File: src/rtl/key_pkg.sv
// Shared constants for the keyboard scheduler: set-2 scancodes, key indices,
// direction codes and the update-path FSM encoding.
// Pure declarations; no timing or flow control of its own.
package key_pkg;

  localparam int NUM_KEYS = 10;

  // Set-2 make codes for the game keys
  localparam logic [7:0] SC_W     = 8'h1D,
                         SC_A     = 8'h1C,
                         SC_S     = 8'h1B,
                         SC_D     = 8'h23,
                         SC_I     = 8'h43,
                         SC_J     = 8'h3B,
                         SC_K     = 8'h42,
                         SC_L     = 8'h4B,
                         SC_SPACE = 8'h29,
                         SC_ESC   = 8'h76,
                         SC_BREAK = 8'hF0;

  // Bit positions in the held/press bitmaps
  localparam int KEY_W     = 0,
                 KEY_A     = 1,
                 KEY_S     = 2,
                 KEY_D     = 3,
                 KEY_I     = 4,
                 KEY_J     = 5,
                 KEY_K     = 6,
                 KEY_L     = 7,
                 KEY_SPACE = 8,
                 KEY_ESC   = 9;

  typedef enum logic [2:0] {
    DIR_NONE  = 3'd0,
    DIR_UP    = 3'd1,
    DIR_LEFT  = 3'd2,
    DIR_DOWN  = 3'd3,
    DIR_RIGHT = 3'd4
  } dir_t;

  typedef enum logic [1:0] {
    ST_IDLE   = 2'd0,
    ST_LOOKUP = 2'd1,
    ST_APPLY  = 2'd2
  } state_t;

  // Scancode to one-hot key hit; anything outside the table (including F0) is all-zero
  function automatic logic [NUM_KEYS-1:0] key_lookup(input logic [7:0] sc);
    logic [NUM_KEYS-1:0] hit;
    hit            = '0;
    hit[KEY_W]     = (sc == SC_W);
    hit[KEY_A]     = (sc == SC_A);
    hit[KEY_S]     = (sc == SC_S);
    hit[KEY_D]     = (sc == SC_D);
    hit[KEY_I]     = (sc == SC_I);
    hit[KEY_J]     = (sc == SC_J);
    hit[KEY_K]     = (sc == SC_K);
    hit[KEY_L]     = (sc == SC_L);
    hit[KEY_SPACE] = (sc == SC_SPACE);
    hit[KEY_ESC]   = (sc == SC_ESC);
    return hit;
  endfunction

  // Lowest set bit wins (up > left > down > right); empty vector gives DIR_NONE
  function automatic dir_t dir_pick(input logic [3:0] v);
    dir_t d;
    d = DIR_NONE;
    for (int i = 3; i >= 0; i--) begin
      if (v[i]) d = dir_t'(i + 1);
    end
    return d;
  endfunction

endpackage

File: src/rtl/key_dir_arbiter.sv
// Per-player direction arbiter: last-pressed key wins, fallback by priority on release.
// Latency: dir registers the held/press vectors presented in the same cycle (one edge).
// No backpressure: held/press are sampled every cycle, press is a one-cycle strobe.
module key_dir_arbiter
  import key_pkg::*;
(
  input  logic       clk,
  input  logic       rst,
  input  logic [3:0] held,
  input  logic [3:0] press,
  output dir_t       dir
);

  logic cur_held;
  dir_t dir_nxt;

  // Next direction: a fresh press takes over, losing the current key falls back by priority
  always_comb begin
    cur_held = 1'b0;
    case (dir)
      DIR_UP:    cur_held = held[0];
      DIR_LEFT:  cur_held = held[1];
      DIR_DOWN:  cur_held = held[2];
      DIR_RIGHT: cur_held = held[3];
      default:   cur_held = 1'b0;
    endcase
    dir_nxt = dir;
    if (press != 4'b0000) begin
      dir_nxt = dir_pick(press);
    end else if (dir != DIR_NONE && !cur_held) begin
      dir_nxt = dir_pick(held);
    end
  end

  // Direction register
  always_ff @(posedge clk or posedge rst) begin
    if (rst) dir <= DIR_NONE;
    else     dir <= dir_nxt;
  end

endmodule

File: src/rtl/key_event_scheduler.sv
// Keycode stream to held-key bitmap, press pulses, per-player direction and game reset.
// Latency: keycode change latched at edge N, outputs update at edge N+2; events >= 3 cycles apart.
// No backpressure: keycode changes during LOOKUP/APPLY are dropped, only the latest value is seen.
// Optional: define KEY_RESET_HOLD_EN to require Space held RESET_HOLD_CYCLES before game_reset.
module key_event_scheduler
  import key_pkg::*;
#(
  parameter int unsigned RESET_HOLD_CYCLES = 65_000_000
) (
  input  logic                clk,
  input  logic                rst,
  input  logic [15:0]         keycode,
  output logic [NUM_KEYS-1:0] key_held,
  output logic [NUM_KEYS-1:0] key_press,
  output logic [2:0]          p1_dir,
  output logic [2:0]          p2_dir,
  output logic                game_reset
);

  state_t              state;
  logic [15:0]         kc_q;
  logic [NUM_KEYS-1:0] hit_q;
  logic                brk_q;
  logic [NUM_KEYS-1:0] held_nxt;
  logic [NUM_KEYS-1:0] press_nxt;
  dir_t                p1_dir_e;
  dir_t                p2_dir_e;

  // Held/press values that APPLY commits; outside APPLY they hold state and press is idle
  always_comb begin
    held_nxt  = key_held;
    press_nxt = '0;
    if (state == ST_APPLY) begin
      if (brk_q) begin
        held_nxt = key_held & ~hit_q;
      end else begin
        held_nxt  = key_held | hit_q;
        press_nxt = hit_q & ~key_held;
      end
    end
  end

  // Update-path FSM with registered held/press outputs
  always_ff @(posedge clk or posedge rst) begin
    if (rst) begin
      state     <= ST_IDLE;
      kc_q      <= 16'h0000;
      hit_q     <= '0;
      brk_q     <= 1'b0;
      key_held  <= '0;
      key_press <= '0;
    end else begin
      key_held  <= held_nxt;
      key_press <= press_nxt;
      case (state)
        ST_IDLE: begin
          if (keycode != kc_q) begin
            kc_q  <= keycode;
            state <= ST_LOOKUP;
          end
        end
        ST_LOOKUP: begin
          hit_q <= key_lookup(kc_q[7:0]);
          brk_q <= (kc_q[15:8] == SC_BREAK);
          state <= ST_APPLY;
        end
        ST_APPLY: state <= ST_IDLE;
        default:  state <= ST_IDLE;
      endcase
    end
  end

  // Arbiters see the same next-state vectors as key_held so dir moves on the APPLY edge
  key_dir_arbiter u_p1_arb (
    .clk   (clk),
    .rst   (rst),
    .held  (held_nxt[KEY_D:KEY_W]),
    .press (press_nxt[KEY_D:KEY_W]),
    .dir   (p1_dir_e)
  );

  key_dir_arbiter u_p2_arb (
    .clk   (clk),
    .rst   (rst),
    .held  (held_nxt[KEY_L:KEY_I]),
    .press (press_nxt[KEY_L:KEY_I]),
    .dir   (p2_dir_e)
  );

  assign p1_dir = p1_dir_e;
  assign p2_dir = p2_dir_e;

`ifdef KEY_RESET_HOLD_EN
  localparam int unsigned        HOLD_W    = $clog2(RESET_HOLD_CYCLES + 1);
  localparam logic [HOLD_W-1:0]  HOLD_MAX  = HOLD_W'(RESET_HOLD_CYCLES);
  localparam logic [HOLD_W-1:0]  HOLD_LAST = HOLD_W'(RESET_HOLD_CYCLES - 1);

  logic [HOLD_W-1:0] hold_cnt;

  // Saturating hold counter; release in APPLY clears it together with game_reset
  always_ff @(posedge clk or posedge rst) begin
    if (rst) begin
      hold_cnt   <= '0;
      game_reset <= 1'b0;
    end else if (state == ST_APPLY && !held_nxt[KEY_SPACE]) begin
      hold_cnt   <= '0;
      game_reset <= 1'b0;
    end else if (key_held[KEY_SPACE]) begin
      if (hold_cnt != HOLD_MAX)  hold_cnt   <= hold_cnt + 1'b1;
      if (hold_cnt == HOLD_LAST) game_reset <= 1'b1;
    end
  end
`else
  assign game_reset = key_held[KEY_SPACE];

  // The hold length only matters when the hold counter is built in
  if (RESET_HOLD_CYCLES == 0) begin : g_hold_len_unused
  end
`endif

endmodule

File: config.mk
export PLATFORM = sky130hd
export DESIGN_NAME = key_event_scheduler
export DESIGN_NICKNAME = d
export VERILOG_FILES = /design/src/rtl/key_pkg.sv /design/src/rtl/key_dir_arbiter.sv /design/src/rtl/key_event_scheduler.sv
export SDC_FILE = /design/constraint.sdc
export NUM_CORES = 1
export LEC_CHECK = 0
export BUFFER_PORTS_ARGS = -buffer_cell sky130_fd_sc_hd__buf_2
export CAP_MARGIN = 30
export CORE_ASPECT_RATIO = 1.2
export CORE_MARGIN = 4
export CORE_UTILIZATION = 50
export DETAILED_ROUTE_END_ITERATION = 10
export PLACE_DENSITY = 0.75
export SLEW_MARGIN = 15
export SYNTH_ARGS = -nofsm -noshare
export SYNTH_HDL_FRONTEND = slang
export SYNTH_HIERARCHICAL = 1
export SYNTH_SLANG_ARGS = --single-unit
export TNS_END_PERCENT = 30
File: constraint.sdc
create_clock -name clk -period 2.1 [get_ports clk]
set_clock_uncertainty 0.15 [all_clocks]
set_input_delay 0.315 -clock clk [delete_from_list [all_inputs] [get_ports clk]]
set_output_delay 0.315 -clock clk [all_outputs]
set_load 0.005 [all_outputs]
# Word-level counts from Yosys, hierarchy flattened
# Cells that the tools add are included.
[totals]
reg_bits = 55
input_bits = 18
out_inout_bits = 27
[op_classes]
n_eq_ne = 23
muxes = 28
n_bitwise = 5
reduce_logical = 12
[ops]
columns = ["operator", "n"]
rows = [
  ["$mux 3", 20],
  ["$eq 8x7->1 const B", 4],
  ["$mux 10", 3],
  ["$eq 8x5->1 const B", 3],
  ["$eq 8x6->1 const B", 3],
  ["$and 10x10->10", 2],
  ["$not 10->10", 2],
  ["$ne 16x16->1", 1],
  ["$eq 3x2->1 const B", 4],
  ["$or 10x10->10", 1],
  ["$eq 8x8->1 const B", 1],
  ["$mux 8", 1],
  ["$pmux 1 s4", 2],
  ["$reduce_bool 4->1", 2],
  ["$eq 3x1->1 const B", 2],
  ["$eq 3x3->1 const B", 2],
  ["$reduce_bool 3->1", 2],
  ["$pmux 2 s2", 1],
  ["$reduce_bool 2->1", 2],
  ["$eq 2x1->1 const B", 1],
  ["$eq 2x2->1 const B", 1],
  ["$logic_and 1x1->1", 2],
  ["$logic_not 1->1", 2],
  ["$logic_not 2->1", 1],
  ["other kinds (3)", 3],
]

# Logic depth before layout (Yosys ltp)
# Gate-level depths: netlist (run 1).
[depth]
ltp_word = 10
ltp_mapped = 9

# Cells and area by module
# Netlist (run 1), hierarchy kept.
[by_module_without_submodules]
columns = ["mod", "instances", "cells_per_inst", "area_per_inst_um2"]
rows = [
  ["key_event_scheduler", 1, 183, 2139.6],
  ["key_dir_arbiter", 2, 27, 229.0],
]

# Worst setup path before layout (run 1)
# Ideal clock, no wire load.
[synth_path]
kind = "reg2reg"
startpoint = "reg state[1]"
endpoint = "reg u_p1_arb.dir[0]"
arrival_time_ns = 1.963
t_required_ns = 1.825
setup_slack_ns = -0.138
path_stages_with_launch = 8
synth_period_minus_slack_ns = 2.238
path_cell_list = "dfrtp_1 nor2b_1 nand2b_1 clkbuf_1 nor3b_1 or4_4 a21oi_2 mux2_2"
[synth_via]
elab_cells_between_ends = 16
cone_classes = "eq/ne (1); mux (11); reduce/logical (4)"
[synth_lines]
columns = ["item", "line_no", "text"]
rows = [
  ["start, declared", "key_event_scheduler.sv:20", "state_t state;"],
  ["start signal, assigned", "key_event_scheduler.sv:46", "state <= ST_IDLE;"],
  ["start signal, assigned", "key_event_scheduler.sv:59", "state <= ST_LOOKUP;"],
  ["start signal, assigned", "key_event_scheduler.sv:65", "state <= ST_APPLY;"],
  ["$eq 2x2->1 *", "key_event_scheduler.sv:33", "if (state == ST_APPLY) begin"],
  ["$mux 10 *", "key_event_scheduler.sv:33", ""],
  ["named net press_nxt[0]", "key_event_scheduler.sv:25", "logic [NUM_KEYS-1:0] press_nxt;"],
  ["$reduce_bool 4->1 / $mux 3 (equally long branches)", "key_dir_arbiter.sv:28, key_pkg.sv:69", ""],
  ["$mux 3 / $reduce_bool 2->1 (equally long branches)", "-", ""],
  ["end signal, assigned", "key_dir_arbiter.sv:38", "else dir <= dir_nxt;"],
  ["end, declared", "key_dir_arbiter.sv:11", "output dir_t dir"],
]
# Mark *: on every way through the listed nets, which the timed path passes. The rest lies on a longest branch. The select of a mux whose other input is x is not followed.
# A chain may end at the register's enable or synchronous reset.

# Worst setup path in the final report (run 1)
[layout_path]
startpoint = "reg state[1]"
endpoint = "reg u_p1_arb.dir[0]"
[layout_via]
elab_cells_between_ends = 16
cone_classes = "eq/ne (1); mux (11); reduce/logical (4)"
[layout_lines]
columns = ["item", "line_no", "text"]
rows = [
  ["$eq 2x2->1 *", "key_event_scheduler.sv:33", ""],
  ["$mux 10 *", "key_event_scheduler.sv:33", ""],
  ["named net press_nxt[3]", "key_event_scheduler.sv:25", ""],
  ["$reduce_bool 4->1 *", "key_dir_arbiter.sv:28", "if (press != 4'b0000) begin"],
  ["$mux 3 / $reduce_bool 2->1 (equally long branches)", "-", ""],
]
# Marked as above.

==> results.py, run 1 <==
metrics = {
    "sta": {
        "tightest_slew_ps": 606,
        "setup_ws_ps": 4.62,
        "finalCriticalPeriod_ps": 2100,
        "fin_crit_sh": 0.998,
        "hold_viol": 0,
        "drv_slew": 0,
        "tns_ps": 0,
        "slew_headroom": 0.596,
        "fmax_ghz": 0.477,
        "rsz0062_at_grt": "yes",
        "setup_viol_count_final": 0,
    },
    "final_layout": {
        "fin_area_sq_mm": 0.00333,
        "nets": 333,
        "final_util": 0.670,
        "drive_above_1_share": 0.405,
        "area_growth_pct": 28.4,
        "diodes": 0,
    },
    "route": {
        "drtPass1Iterations": 4,
        "drc": 0,
        "wl_per_cell_microns": 14.7,
        "ant_nets": 0,
        "routed_via_density": 5.30,
        "wl_met3_microns": 275,
        "wl_met1_microns": 2320,
        "routed-wl-met2_microns": 2880,
        "vias": 1991,
        "top_layer_used": "met4",
        "first_iter_violations": 65,
        "drt-total-wl_microns": 5520,
    },
    "floorplanning": {
        "initial_core_util": 0.522,
        "row_count": 28,
        "die_w_microns": 73.8,
        "dieArea_sq_mm": 0.00642,
        "die_h_microns": 87.0,
        "core_sq_mm": 0.00497,
        "io-pin-count": 45,
    },
    "synthesis": {
        "yosys_most_used_dff": "dfrtp_1",
        "syn_inst": 237,
        "synth_cell_type_count": 32,
        "synthesis.nets": 255,
        "synth-edff-count": 0,
        "ys_warn_count": 6,
        "synthArstFlopShare": 1.00,
        "synth_area_sq_mm": 0.00260,
        "synth.avg_cell_area_sq_um": 11.0,
        "yosysSeqAreaShare": 0.530,
        "synth.ff_latch_count": 55,
    },
    "flow_run": {
        "cap_violations": 0,
    },
    "power_and_ir_drop": {
        "power_mw": 3.94,
        "pwr_density_cell_mw_per_mm2": 1180,
        "p_leak_nw": 1.61,
        "peakVddDrop_uv": 974,
    },
    "placement": {
        "place_congestion": 0.789,
        "port_buffers": 44,
        "place_area_sq_mm": 0.00308,
        "place.detailed.hpwl_microns": 3920,
        "dp_slack_ps": -99.9,
    },
    "status": {
        "status": "completed",
    },
    "cts": {
        "cts_tree": "yes",
        "clk_pin_slew_ps": 90,
        "ctsHtreeMaxLevel": 2,
        "cts_sinks": 55,
        "clockBufferDepth": 2,
        "cts_root_buffer": "clkbuf_8",
        "cts_buffers": 5,
        "clk_latency_ps": 310,
    },
    "global_routing": {
        "grt_max_degree": 50,
        "grt.overflow.total": 0,
        "grt_use_total": 0.177,
        "antenna_found_initial": 0,
        "grt_pass1_wl_microns": 8930,
        "grt_pass1_vias": 1977,
    },
    "worst_setup_path": {
        "crit_fanout": 4,
        "endpoint_kind": "flip-flop",
        "cp.arrival_ps": 2140,
        "cp-start-kind": "flip-flop",
        "cp_data_required_time_ps": 2150,
        "critical_path_class": "reg2reg",
    },
    "min_path": {
        "hold_class": "in2reg",
    },
}
-- final timing paths --
kind / startpoint / end / slack, ps / cells past startpoint
worst max-delay path: state[1] / u_p1_arb/dir[0] / 5 / 7
worst min-delay path: keycode[10] / kc_q[10] / 110 / 2
worst max register to register: state[1] / u_p1_arb/dir[0] / 5 / 7
worst min register to register: flip-flop / key_press[9] / 340 / 1
max in group asynchronous: rst / kc_q[12] / 800 / 4
min in group asynchronous: rst / u_p2_arb/dir[2] / 300 / 3
-- layout by cell type (no fill, tap or decap), drive strengths merged, types with 7 or more instances in the layout --
cell    netlist  final
xnor2        16     16
o21ai        16     16
dfrtp        55     55
nor2         11     11
mux2         24     24
buf           3     78
a21oi        10     10
nand2        35     35
nor3b        11     11
nand2b        6      7
inv          10     10
-- metrics by stage --
step	cells	hold WS, ps
after floorplan	237	-81.4
after global placement	363	66.0
after detailed placement	363	66.3
after CTS	373	103
after global routing	376	102
final	376	109
-- repair_timing --
action / CTS / global route
pin swaps: 0 / 4
setup buffers: 0 / 3
endpoints found under the setup margin: 4 / 8
cloned: 1 / 0
resized for setup: 4 / 19
hold endpoints to repair: 6 / 0
hold buffers: 1 / 0
-- cells by family after synthesis --
logic type,count (synthesis),share of synthesized area
mux,24,0.117
simple gates,86,0.173
compound gates,37,0.0877
xor+xnor,16,0.0539
flops,55,0.530
buf+inv,19,0.0385
-- power by group --
part	total, mW	internal, mW	leakage, nW	switching [mW]
sequential	1.52	1.30	0.725	0.217
combinational	1.71	0.973	0.828	0.737
clock	0.717	0.386	0.0612	0.331
total	3.94	2.66	1.61	1.28
-- sequential cells by signal (all words and copies together) (netlist names), named ones only --
register	count
u_p1_arb/dir	3
hit_q	10
brk_q	1
key_press	10
key_held	8
u_p2_arb/dir	3
state	2
kc_q	16
-- synth_stat cells, types with 6 or more instances --
cell | n | area (sq um)
nor2_1 | 11 | 41.3
inv_1 | 10 | 37.5
a21oi_1 | 8 | 40.0
nor3b_1 | 11 | 82.6
dfrtp_1 | 55 | 1380
xnor2_1 | 16 | 140
o21ai_0 | 16 | 80.1
mux2_2 | 15 | 169
nand2b_1 | 6 | 37.5
mux2_4 | 9 | 135
nand2_1 | 35 | 131
-- layout make-up --
class                      count  area (sq um)
timing repair buffer          79           514
sequential                    55          1380
fill                         379          1640
multi-input combinational    164          1210
clock buffer                   6          82.6
tap                           60          75.1
clock inverter                 2          35.0
inverter                      10          37.5
-- worst max-delay path, cell delays in order (launching register included) --
cell and delay [ps]:
dfrtp_1 400, nor2b_4 140, buf_4 140, nand2b_4 80, nor3b_2 60, or4_4 500
a21oi_4 160, mux2_2 350
-- per-layer routing --
metal | up-vias | track usage
met5 | - | 0
met4 | 0 | 0.0461
met3 | 7 | 0.0381
met2 | 53 | 0.308
met1 | 944 | 0.219
li1 | 987 | -
(Power assumes the default switching activity.)
==> inputs of run 2 (changes only) <==
Settings changed: GPL_TIMING_DRIVEN from default to 0, MAX_ROUTING_LAYER from default to met4.
==> run 2 against run 1 <==
- the flow now finishes with violations (setup timing)
- via count is 1.5% lower
- sequential power is 7% higher
- clock-buffer cell count is 2 higher
- global-route usage rose by 1.3 points
- flip-flop and latch count did not move
- sequential share of layout area up 0.35 points
- total power down 1.2%
==> results.py, run 2 (synthesized netlist as in run 1, its figures left out) <==
metrics = {
    "global_routing": {
        "grt_pass1_wl_microns": 9260,
        "grt_max_degree": 29,
        "grt.overflow.total": 0,
        "grt_use_total": 0.190,
        "grt_pass1_vias": 1980,
        "antenna_found_initial": 0,
    },
    "route": {
        "ant_nets": 0,
        "first_iter_violations": 87,
        "wl_per_cell_microns": 15.2,
        "drc": 0,
        "vias": 1962,
        "routed_via_density": 5.43,
        "drtPass1Iterations": 4,
        "drt-total-wl_microns": 5500,
    },
    "final_layout": {
        "final_common_cell": "dfrtp_1",
        "largestRegisters": "kc_q (16), hit_q (10), key_press (10)",
        "final_util": 0.668,
        "diodes": 0,
        "drive_above_1_share": 0.432,
        "area_growth_pct": 28.0,
        "final_cell_mix": "dfrtp_1 (49), buf_2 (44), nand2_1 (35), mux2_4 (14)",
        "regMostFlops": "kc_q",
        "nets": 318,
        "largest_reg_flops": 16,
    },
    "placement": {
        "place_congestion": 0.824,
        "port_buffers": 44,
        "place.detailed.hpwl_microns": 3770,
    },
    "floorplanning": {
        "die_h_microns": 87.0,
        "row_count": 28,
        "core_sq_mm": 0.00497,
        "initial_core_util": 0.522,
        "dieArea_sq_mm": 0.00642,
        "io-pin-count": 45,
        "die_w_microns": 73.8,
    },
    "worst_setup_path": {
        "cp_data_required_time_ps": 2150,
        "cp.arrival_ps": 2170,
        "critical_path_class": "reg2reg",
        "cp-start-kind": "flip-flop",
        "crit_fanout": 5,
        "endpoint_kind": "flip-flop",
    },
    "sta": {
        "slew_headroom": 0.667,
        "fin_crit_sh": 1.01,
        "finalCriticalPeriod_ps": 2120,
        "hold_viol": 0,
        "tightest_slew_ps": 499,
        "setup_viol_count_final": 4,
        "fmax_ghz": 0.472,
        "setup_ws_ps": -20.6,
        "drv_slew": 0,
        "rsz0062_at_grt": "yes",
    },
    "cts": {
        "clk_latency_ps": 300,
        "cts_sinks": 55,
        "cts_root_buffer": "clkbuf_8",
        "cts_buffers": 5,
        "clk_pin_slew_ps": 90,
        "clockBufferDepth": 2,
        "cts_tree": "yes",
        "ctsHtreeMaxLevel": 2,
    },
    "flow_run": {
        "cap_violations": 0,
    },
    "power_and_ir_drop": {
        "p_leak_nw": 1.56,
        "power_mw": 3.89,
        "pwr_density_cell_mw_per_mm2": 1170,
        "peakVddDrop_uv": 1110,
    },
    "min_path": {
        "hold_class": "in2reg",
    },
    "status": {
        "status": "finished with violations",
        "failed_checks": "setup timing",
    },
}
[run 2: changes by cell type in the layout (fill, tap and decap cells not counted), sizes merged]
cell / previous run / this run
buf: 78 / 58
nand2b: 7 / 6
clkinv: 1 / 0
clkbuf: 6 / 14
bufinv: 1 / 0
[run 2: report_power, final]
part / total (mW) / switching, mW / internal (mW)
combinational: 1.63 / 0.692 / 0.939
clock: 0.629 / 0.327 / 0.302
sequential: 1.63 / 0.323 / 1.31
[run 2: what timing repair did]
action / 4_1_cts / 5_1_grt
hold endpoints to repair: 27 / 0
pin swaps: 8 / 8
gates cloned: 1 / 0
hold buffers: 1 / 0
resized for setup: 36 / 14
endpoints found under the setup margin: 13 / 15
buffers inserted: 6 / 3
[run 2: worst paths after layout]
check / cells after the start / slack [ps] / endpoint / from
min in group asynchronous: 3 / 280 / u_p2_arb/dir[0] / rst
hold reg to reg: 1 / 330 / key_press[9] / flip-flop
hold / removal: 2 / 110 / kc_q[3] / keycode[3]
setup / recovery: 7 / -20 / u_p2_arb/dir[1] / state[1]
max in group asynchronous: 4 / 820 / kc_q[2] / rst
setup reg to reg: 7 / -20 / u_p2_arb/dir[1] / state[1]
[run 2: layout make-up]
| class | count | area, sq um |
|---|---|---|
| clock buffer | 8 | 100 |
| timing repair buffer | 56 | 325 |
| fill | 386 | 1650 |
| multi-input combinational | 163 | 1310 |
| inverter | 10 | 37.5 |
| sequential | 55 | 1380 |
| buffer | 9 | 92.6 |
| tap | 60 | 75.1 |
[run 2: worst max-delay path: stages (launching register included)]
cell and delay [ps]:
dfrtp_1 390, nor2b_4 140, nand2b_4 80, clkbuf_16 150
nor3b_4 50, or4_4 560, a21oi_4 170, mux2_4 310
[run 2: metrics by stage]
step / hold slack, ps / instance area, sq um / cells / TNS, ps / setup slack (ps)
CTS: 102 / 3240 / 358 / 0 / 0.755
global placement: 57.9 / 2900 / 341 / -8500 / -163
floorplan: -81.4 / 2600 / 237 / 0 / 23.2
global route: 102 / 3320 / 361 / -672 / -86.0
finish: 109 / 3320 / 361 / -53.6 / -20.6
detailed placement: 68.1 / 2920 / 342 / -1040 / -152
[run 2: routing by layer]
metal  share of wire  GRT usage
met3           0.053     0.0439
met1            0.43      0.231
met2            0.50      0.317
met4           0.013     0.0478
met5               0          -
